`src/rtl/inst_fetch_if.sv`:
```
// ----------------------------------------------------------------------------
// inst_fetch_if
//   Bundles every non-clock/reset signal of the fetch stage:
//     PC side     : pc (in), pc_advance (out), flush (in)
//     IMEM side   : imem_req/imem_addr (out), imem_ack/imem_rdata (in)
//     Decode side : instr_valid/instr/instr_pc (out), instr_ready (in)
//     Status      : misalign_err (out, sticky)
//   master : view of the fetch stage itself
//   slave  : view of the surrounding PC / memory / decode logic
// ----------------------------------------------------------------------------
interface inst_fetch_if;
    logic [31:0] pc;
    logic        pc_advance;
    logic        flush;

    logic        imem_req;
    logic [31:0] imem_addr;
    logic        imem_ack;
    logic [31:0] imem_rdata;

    logic        instr_valid;
    logic [31:0] instr;
    logic [31:0] instr_pc;
    logic        instr_ready;

    logic        misalign_err;

    modport master (
        input  pc, flush, imem_ack, imem_rdata, instr_ready,
        output pc_advance, imem_req, imem_addr,
               instr_valid, instr, instr_pc, misalign_err
    );

    modport slave (
        output pc, flush, imem_ack, imem_rdata, instr_ready,
        input  pc_advance, imem_req, imem_addr,
               instr_valid, instr, instr_pc, misalign_err
    );
endinterface

```
`src/rtl/inst_fetch.sv`:
```
// ----------------------------------------------------------------------------
// inst_fetch
//   Fetch stage sitting directly behind the PC register. Issues one
//   instruction-memory read at a time (req/ack, variable latency), buffers
//   returned words with their fetch address in a DEPTH-entry FIFO towards
//   decode (valid/ready), strobes pc_advance once per accepted word and
//   supports a flush that discards buffered and in-flight fetches.
//
//   Ports:
//     clock : rising-edge clock
//     reset : asynchronous, active-low reset
//     bus   : inst_fetch_if.master (PC, IMEM and decode handshakes)
//
//   Parameters:
//     DEPTH : FIFO entries, 2 or 4
//     PTR_W : log2(DEPTH)
// ----------------------------------------------------------------------------
module inst_fetch #(
    parameter int DEPTH = 2,
    parameter int PTR_W = 1
) (
    input  logic          clock,
    input  logic          reset,
    inst_fetch_if.master  bus
);

    typedef enum logic [1:0] {
        IDLE  = 2'd0,
        REQ   = 2'd1,
        ADV   = 2'd2,
        DRAIN = 2'd3
    } state_t;

    localparam logic [PTR_W:0]   CNT_FULL = (PTR_W + 1)'(DEPTH);
    localparam logic [PTR_W:0]   CNT_ONE  = (PTR_W + 1)'(1);
    localparam logic [PTR_W-1:0] PTR_ONE  = PTR_W'(1);

    state_t            state_q, state_d;
    logic [31:0]       req_pc_q, req_pc_d;
    logic              imem_req_q, imem_req_d;
    logic              misalign_q, misalign_d;
    logic [PTR_W:0]    count_q, count_d;
    logic [PTR_W-1:0]  wr_ptr_q, wr_ptr_d;
    logic [PTR_W-1:0]  rd_ptr_q, rd_ptr_d;
    logic [31:0]       fifo_instr_q [DEPTH];
    logic [31:0]       fifo_instr_d [DEPTH];
    logic [31:0]       fifo_pc_q    [DEPTH];
    logic [31:0]       fifo_pc_d    [DEPTH];

    logic              push;
    logic              pop;
    logic              pc_advance;
    logic              head_valid;

    assign head_valid = (count_q != '0);

    // ------------------------------------------------------------------
    // Fetch control: next state, request register, misalign flag
    // ------------------------------------------------------------------
    always_comb begin
        state_d    = state_q;
        req_pc_d   = req_pc_q;
        imem_req_d = imem_req_q;
        misalign_d = misalign_q;
        push       = 1'b0;
        pc_advance = 1'b0;

        unique case (state_q)
            IDLE: begin
                if (!bus.flush) begin
                    if (bus.pc[1:0] != 2'b00) begin
                        misalign_d = 1'b1;
                    end else if (count_q < CNT_FULL) begin
                        req_pc_d   = bus.pc;
                        imem_req_d = 1'b1;
                        state_d    = REQ;
                    end
                end
            end
            REQ: begin
                if (bus.imem_ack) begin
                    imem_req_d = 1'b0;
                    push       = ~bus.flush;
                    state_d    = bus.flush ? IDLE : ADV;
                end else if (bus.flush) begin
                    // The read already left; wait for its ack and drop it.
                    state_d = DRAIN;
                end
            end
            ADV: begin
                pc_advance = ~bus.flush;
                state_d    = IDLE;
            end
            DRAIN: begin
                if (bus.imem_ack) begin
                    imem_req_d = 1'b0;
                    state_d    = IDLE;
                end
            end
            default: state_d = IDLE;
        endcase
    end

    // ------------------------------------------------------------------
    // Instruction FIFO
    // ------------------------------------------------------------------
    assign pop = head_valid & bus.instr_ready & ~bus.flush;

    always_comb begin
        count_d      = count_q;
        wr_ptr_d     = wr_ptr_q;
        rd_ptr_d     = rd_ptr_q;
        fifo_instr_d = fifo_instr_q;
        fifo_pc_d    = fifo_pc_q;

        if (bus.flush) begin
            count_d  = '0;
            wr_ptr_d = '0;
            rd_ptr_d = '0;
        end else begin
            if (push) begin
                fifo_instr_d[wr_ptr_q] = bus.imem_rdata;
                fifo_pc_d[wr_ptr_q]    = req_pc_q;
                wr_ptr_d               = wr_ptr_q + PTR_ONE;
            end
            if (pop) begin
                rd_ptr_d = rd_ptr_q + PTR_ONE;
            end
            unique case ({push, pop})
                2'b10:   count_d = count_q + CNT_ONE;
                2'b01:   count_d = count_q - CNT_ONE;
                default: count_d = count_q;
            endcase
        end
    end

    // ------------------------------------------------------------------
    // State registers
    // ------------------------------------------------------------------
    always_ff @(posedge clock or negedge reset) begin
        if (!reset) begin
            state_q      <= IDLE;
            req_pc_q     <= '0;
            imem_req_q   <= 1'b0;
            misalign_q   <= 1'b0;
            count_q      <= '0;
            wr_ptr_q     <= '0;
            rd_ptr_q     <= '0;
            fifo_instr_q <= '{default: '0};
            fifo_pc_q    <= '{default: '0};
        end else begin
            state_q      <= state_d;
            req_pc_q     <= req_pc_d;
            imem_req_q   <= imem_req_d;
            misalign_q   <= misalign_d;
            count_q      <= count_d;
            wr_ptr_q     <= wr_ptr_d;
            rd_ptr_q     <= rd_ptr_d;
            fifo_instr_q <= fifo_instr_d;
            fifo_pc_q    <= fifo_pc_d;
        end
    end

    // ------------------------------------------------------------------
    // Outputs; the head is masked so an empty FIFO always reads as zero.
    // ------------------------------------------------------------------
    assign bus.imem_req     = imem_req_q;
    assign bus.imem_addr    = req_pc_q;
    assign bus.pc_advance   = pc_advance;
    assign bus.instr_valid  = head_valid;
    assign bus.instr        = head_valid ? fifo_instr_q[rd_ptr_q] : '0;
    assign bus.instr_pc     = head_valid ? fifo_pc_q[rd_ptr_q]    : '0;
    assign bus.misalign_err = misalign_q;

endmodule

```
`src/flat_wrapper.sv`:
```
// flat-port wrapper written by rule: the top's interface ports become plain ports
module inst_fetch_flat 
#(
    parameter int DEPTH = 2,
    parameter int PTR_W = 1
)
  (clock, reset, bus_pc, bus_flush, bus_imem_ack, bus_imem_rdata, bus_instr_ready, bus_pc_advance, bus_imem_req, bus_imem_addr, bus_instr_valid, bus_instr, bus_instr_pc, bus_misalign_err);
  inst_fetch_if bus_i ();
  input  logic clock;
  input  logic reset;
  input wire logic [$bits(bus_i.pc)-1:0] bus_pc;
  input wire logic [$bits(bus_i.flush)-1:0] bus_flush;
  input wire logic [$bits(bus_i.imem_ack)-1:0] bus_imem_ack;
  input wire logic [$bits(bus_i.imem_rdata)-1:0] bus_imem_rdata;
  input wire logic [$bits(bus_i.instr_ready)-1:0] bus_instr_ready;
  output wire logic [$bits(bus_i.pc_advance)-1:0] bus_pc_advance;
  output wire logic [$bits(bus_i.imem_req)-1:0] bus_imem_req;
  output wire logic [$bits(bus_i.imem_addr)-1:0] bus_imem_addr;
  output wire logic [$bits(bus_i.instr_valid)-1:0] bus_instr_valid;
  output wire logic [$bits(bus_i.instr)-1:0] bus_instr;
  output wire logic [$bits(bus_i.instr_pc)-1:0] bus_instr_pc;
  output wire logic [$bits(bus_i.misalign_err)-1:0] bus_misalign_err;
  assign bus_i.pc = bus_pc;
  assign bus_i.flush = bus_flush;
  assign bus_i.imem_ack = bus_imem_ack;
  assign bus_i.imem_rdata = bus_imem_rdata;
  assign bus_i.instr_ready = bus_instr_ready;
  assign bus_pc_advance = bus_i.pc_advance;
  assign bus_imem_req = bus_i.imem_req;
  assign bus_imem_addr = bus_i.imem_addr;
  assign bus_instr_valid = bus_i.instr_valid;
  assign bus_instr = bus_i.instr;
  assign bus_instr_pc = bus_i.instr_pc;
  assign bus_misalign_err = bus_i.misalign_err;
  inst_fetch #(.DEPTH(DEPTH), .PTR_W(PTR_W)) u_core (.clock(clock), .reset(reset), .bus(bus_i));
endmodule
```
`config.mk`:
```
export PLATFORM = sky130hd
export DESIGN_NAME = inst_fetch_flat
export DESIGN_NICKNAME = d
export VERILOG_FILES = /design/src/rtl/inst_fetch_if.sv /design/src/rtl/inst_fetch.sv /design/src/flat_wrapper.sv
export SDC_FILE = /design/constraint.sdc
export NUM_CORES = 1
export LEC_CHECK = 0
export CORE_MARGIN = 3
export CORE_UTILIZATION = 54
export CTS_BUF_LIST = sky130_fd_sc_hd__clkbuf_16
export DETAILED_ROUTE_END_ITERATION = 8
export PLACE_DENSITY = 0.82
export SKIP_LAST_GASP = 1
export SLEW_MARGIN = 40
export SYNTH_ARGS = -nofsm -noshare
export SYNTH_HDL_FRONTEND = slang
export SYNTH_SLANG_ARGS = --single-unit
```
`constraint.sdc`:
```
create_clock -name clock -period 5.4 [get_ports clock]
set_input_delay 1.08 -clock clock [delete_from_list [all_inputs] [get_ports clock]]
set_output_delay 1.08 -clock clock [all_outputs]
set_load 0.02 [all_outputs]
```
==> qor.json <==
{
  "post_syn_instances": {"value": 520},
  "peak_supply_drop": {"value": 0.2255, "unit": "mV"},
  "report.final.setup_viol": {"value": 0},
  "post_detailed_route_drc_marker_count": {"value": 0},
  "die_height": {"value": 122.8, "unit": "µm"},
  "grt_pass1_wl": {"value": 25810, "unit": "µm"},
  "synth.distinct_cells": {"value": 30},
  "numPlacedInstances": {"value": 841},
  "ys_seq_area_share": {"value": 57.07, "unit": "%"},
  "hp-class": {"value": "flip-flop to flip-flop"},
  "maxSlewHeadroom": {"value": 46.35, "unit": "%"},
  "timing_max_transition_violations_final": {"value": 0},
  "initial_utilization": {"value": 55.41, "unit": "%"},
  "power_density": {"value": 395.4, "unit": "nW/µm²"},
  "grt_util_all_layers": {"value": 22.11, "unit": "%"},
  "grt_start_max_net_pins": {"value": 77},
  "startpoint_type": {"value": "input pin"},
  "cp.required": {"value": 4.32, "unit": "ns"},
  "grt_pass1_vias": {"value": 5120},
  "timing.critical_path.mode_cell": {"value": "sky130_fd_sc_hd__clkdlybuf4s50_1"},
  "grt_remaining_overflow": {"value": 0},
  "timing.setup.critical_path_class": {"value": "input pin to output pin"},
  "rsz_0062_raised_after_global_routing": {"value": "false"},
  "grt_antenna_before_repair": {"value": 0},
  "critical_path_buf_inv_count": {"value": 2},
  "fmax": {"value": 269.6, "unit": "MHz"},
  "first_drt_pass_iteration_count": {"value": 5},
  "critical_path.cell_chain": {"value": "clkdlybuf4s50_1 > nor3b_1 > clkdlybuf4s50_1"},
  "crit_slowest_cell": {"value": "sky130_fd_sc_hd__clkdlybuf4s50_1"},
  "cp_slowest_stage_delay": {"value": 0.65, "unit": "ns"},
  "dpl_cell_area": {"value": 9198, "unit": "µm²"},
  "tns": {"value": 0, "unit": "ns"},
  "n_antenna_cell": {"value": 0},
  "dr.first_iter.drc_count": {"value": 214},
  "timing.critical_path.max_delay_family": {"value": "buffers and inverters"},
  "final-hold-violation-count": {"value": 0},
  "synthArstFlopShare": {"value": 100.0, "unit": "%"},
  "hpwl": {"value": 10490, "unit": "µm"},
  "avgViaCountPerCell": {"value": 5.331},
  "area_delta_synth_final": {"value": 33.19, "unit": "%"},
  "avgRoutedWirePerCell": {"value": 18.33, "unit": "µm"},
  "fp.coreArea": {"value": 13300, "unit": "µm²"},
  "totalPowerFinal": {"value": 3879, "unit": "µW"},
  "clkTransAtPathRegs": {"value": 0.06, "unit": "ns"},
  "die_width": {"value": 122.8, "unit": "µm"},
  "cts_inserted_buffers": {"value": 17},
  "timing.critical_path.arrival": {"value": 2.63, "unit": "ns"},
  "numClockSinks": {"value": 168},
  "synth_fp_nets": {"value": 589},
  "ys_warn_count": {"value": 0},
  "postSynth.topFlopCell": {"value": "sky130_fd_sc_hd__dfrtp_1"},
  "fin_util": {"value": 73.80, "unit": "%"},
  "detailroute.via_count": {"value": 4649},
  "final_cell_area": {"value": 9812, "unit": "µm²"},
  "cts_tree": {"value": "built"},
  "post-route-min-period": {"value": 3.709, "unit": "ns"},
  "critical_path.max_fanout": {"value": 8},
  "fin_cells": {"value": 872},
  "postCtsResizedCells": {"value": 0},
  "post-route-period-util": {"value": 68.69, "unit": "%"},
  "layout.nets": {"value": 753},
  "fin_skew": {"value": 0.008116, "unit": "ns"},
  "design.portCount": {"value": 169},
  "clock-root-buffer": {"value": "sky130_fd_sc_hd__clkbuf_16"},
  "crit_path_end_kind": {"value": "output pin"},
  "p_leak": {"value": 0.004328, "unit": "µW"},
  "count_of_flip_flops_with_a_built_in_enable_after_synthesis": {"value": 0},
  "cts_post_setup_buffers_inserted": {"value": 0},
  "routed_wl": {"value": 15990, "unit": "µm"},
  "clock_tree.buffer_depth": {"value": 2},
  "drv.max_cap_violation_count": {"value": 0},
  "outcome": {"value": "complete, no violations"},
  "numPortBuffers": {"value": 168},
  "cts_hold_repair.buffers": {"value": 0},
  "post_route_cells_drive_above_1_share": {"value": 28.88, "unit": "%"},
  "pin_slew_with_the_least_headroom_to_its_limit": {"value": 0.8048, "unit": "ns"},
  "mappedNetlistArea": {"value": 7367, "unit": "µm²"},
  "std_cell_rows": {"value": 42},
  "synth_seq_cells": {"value": 168},
  "clock_latency": {"value": 0.42, "unit": "ns"},
  "syn_area_per_cell": {"value": 14.17, "unit": "µm²"},
  "cts-htree-levels": {"value": 4},
  "routabilityCongestion": {"value": 0.7655},
  "route.antenna.remaining_nets": {"value": 0},
  "floorplan.die_area": {"value": 15080, "unit": "µm²"}
}
==> synth_stat cells (2+ instances only) <==
cell,count,area (µm²)
sky130_fd_sc_hd__nor2_1,70,262.8
sky130_fd_sc_hd__o21ai_0,3,15.01
sky130_fd_sc_hd__mux2_2,132,1486
sky130_fd_sc_hd__dfrtp_1,168,4204
sky130_fd_sc_hd__buf_1,4,15.01
sky130_fd_sc_hd__inv_1,3,11.26
sky130_fd_sc_hd__buf_6,2,22.52
sky130_fd_sc_hd__mux2i_1,64,640.6
sky130_fd_sc_hd__buf_4,5,37.54
sky130_fd_sc_hd__clkbuf_1,6,22.52
sky130_fd_sc_hd__buf_12,2,40.04
sky130_fd_sc_hd__nor3b_1,3,22.52
sky130_fd_sc_hd__and2_1,2,12.51
sky130_fd_sc_hd__mux2_4,26,390.4
sky130_fd_sc_hd__nor2b_1,2,12.51
sky130_fd_sc_hd__xor2_1,2,17.52
sky130_fd_sc_hd__buf_2,13,65.06
==> flip-flops by register name, summed over array words and instances, names as in the netlist <==
register and flops:
u_core.bus.imem_addr 32, u_core.count_q 2, u_core.bus.imem_req 1, u_core.wr_ptr_q 1, u_core.state_q 2, u_core.fifo_pc_q 64, u_core.fifo_instr_q 64, u_core.rd_ptr_q 1
u_core.bus.misalign_err 1
==> final cells by class <==
cell class                 count  area [µm²]
timing repair buffer         177        1783
multi-input combinational    317        2975
clock buffer                  17       425.4
fill                         859        3483
clock inverter                14       188.9
inverter                       3       11.26
sequential                   168        4208
tap                          176       220.2
==> routing by layer <==
metal,wire length (µm),vias to the layer above,track usage [%]
li1,-,2131,-
met1,7128,2375,28.81
met2,7833,129,36.04
met3,829,14,6.221
met4,195,0,6.858
met5,0,-,0
==> cells in the final DEF (no fill, tap or decap), types with 2 or more instances in the layout <==
cell                                n
sky130_fd_sc_hd__dfrtp_1          167
sky130_fd_sc_hd__buf_4              6
sky130_fd_sc_hd__clkinv_1           3
sky130_fd_sc_hd__clkbuf_16         17
sky130_fd_sc_hd__mux2_2           132
sky130_fd_sc_hd__and2_1             2
sky130_fd_sc_hd__clkdlybuf4s50_1  167
sky130_fd_sc_hd__bufinv_16          5
sky130_fd_sc_hd__inv_1              5
sky130_fd_sc_hd__clkinv_2           4
sky130_fd_sc_hd__buf_12             2
sky130_fd_sc_hd__mux2_4            26
sky130_fd_sc_hd__o21ai_0            3
sky130_fd_sc_hd__xor2_1             2
sky130_fd_sc_hd__mux2i_1           64
sky130_fd_sc_hd__nor3b_1            3
sky130_fd_sc_hd__nor2_1            69
==> through the flow <==
step	setup slack, ns	hold WS, ns
floorplan	2.713	0.4792
global placement	1.710	0.4786
detailed placement	1.664	0.4872
CTS	1.719	0.5042
global route	1.632	0.5137
finish	1.691	0.5036
==> kinds of logic (layout without fill, tap and decap cells) <==
logic type	Yosys count	after routing	share of synthesized area (%)
multiplexers	222	222	34.17
flip-flops	168	168	57.07
AO/OA/AOI/OAI	6	6	0.4755
buffers and inverters	35	211	2.904
XOR/XNOR	2	2	0.2378
AND/OR/NAND/NOR	87	87	5.146
==> where the power goes <==
group / switching [µW] / leakage, µW / internal (µW) / total, µW
sequential: 200 / 0.00215 / 1580 / 1780
clock: 459 / 0.000311 / 805 / 1260
combinational: 333 / 0.00186 / 506 / 839
==> worst paths after layout <==
check                                                      end  depth (start not counted)  slack (ns)                        startpoint
hold / removal                u_core.fifo_pc_q[21]$_DFFE_PN0P_                          1        0.50  u_core.fifo_pc_q[21]$_DFFE_PN0P_
max in group asynchronous   u_core.fifo_instr_q[4]$_DFFE_PN0P_                          2        3.59                             reset
min in group asynchronous  u_core.fifo_instr_q[52]$_DFFE_PN0P_                          1        0.69                             reset
hold reg to reg               u_core.fifo_pc_q[21]$_DFFE_PN0P_                          1        0.50  u_core.fifo_pc_q[21]$_DFFE_PN0P_
setup / recovery                                bus_pc_advance                          3        1.69                         bus_flush
setup reg to reg           u_core.fifo_instr_q[58]$_DFFE_PN0P_                          4        2.97     u_core.state_q[1]$_DFFE_PN0P_
Power figures use the tool's default switching activity.
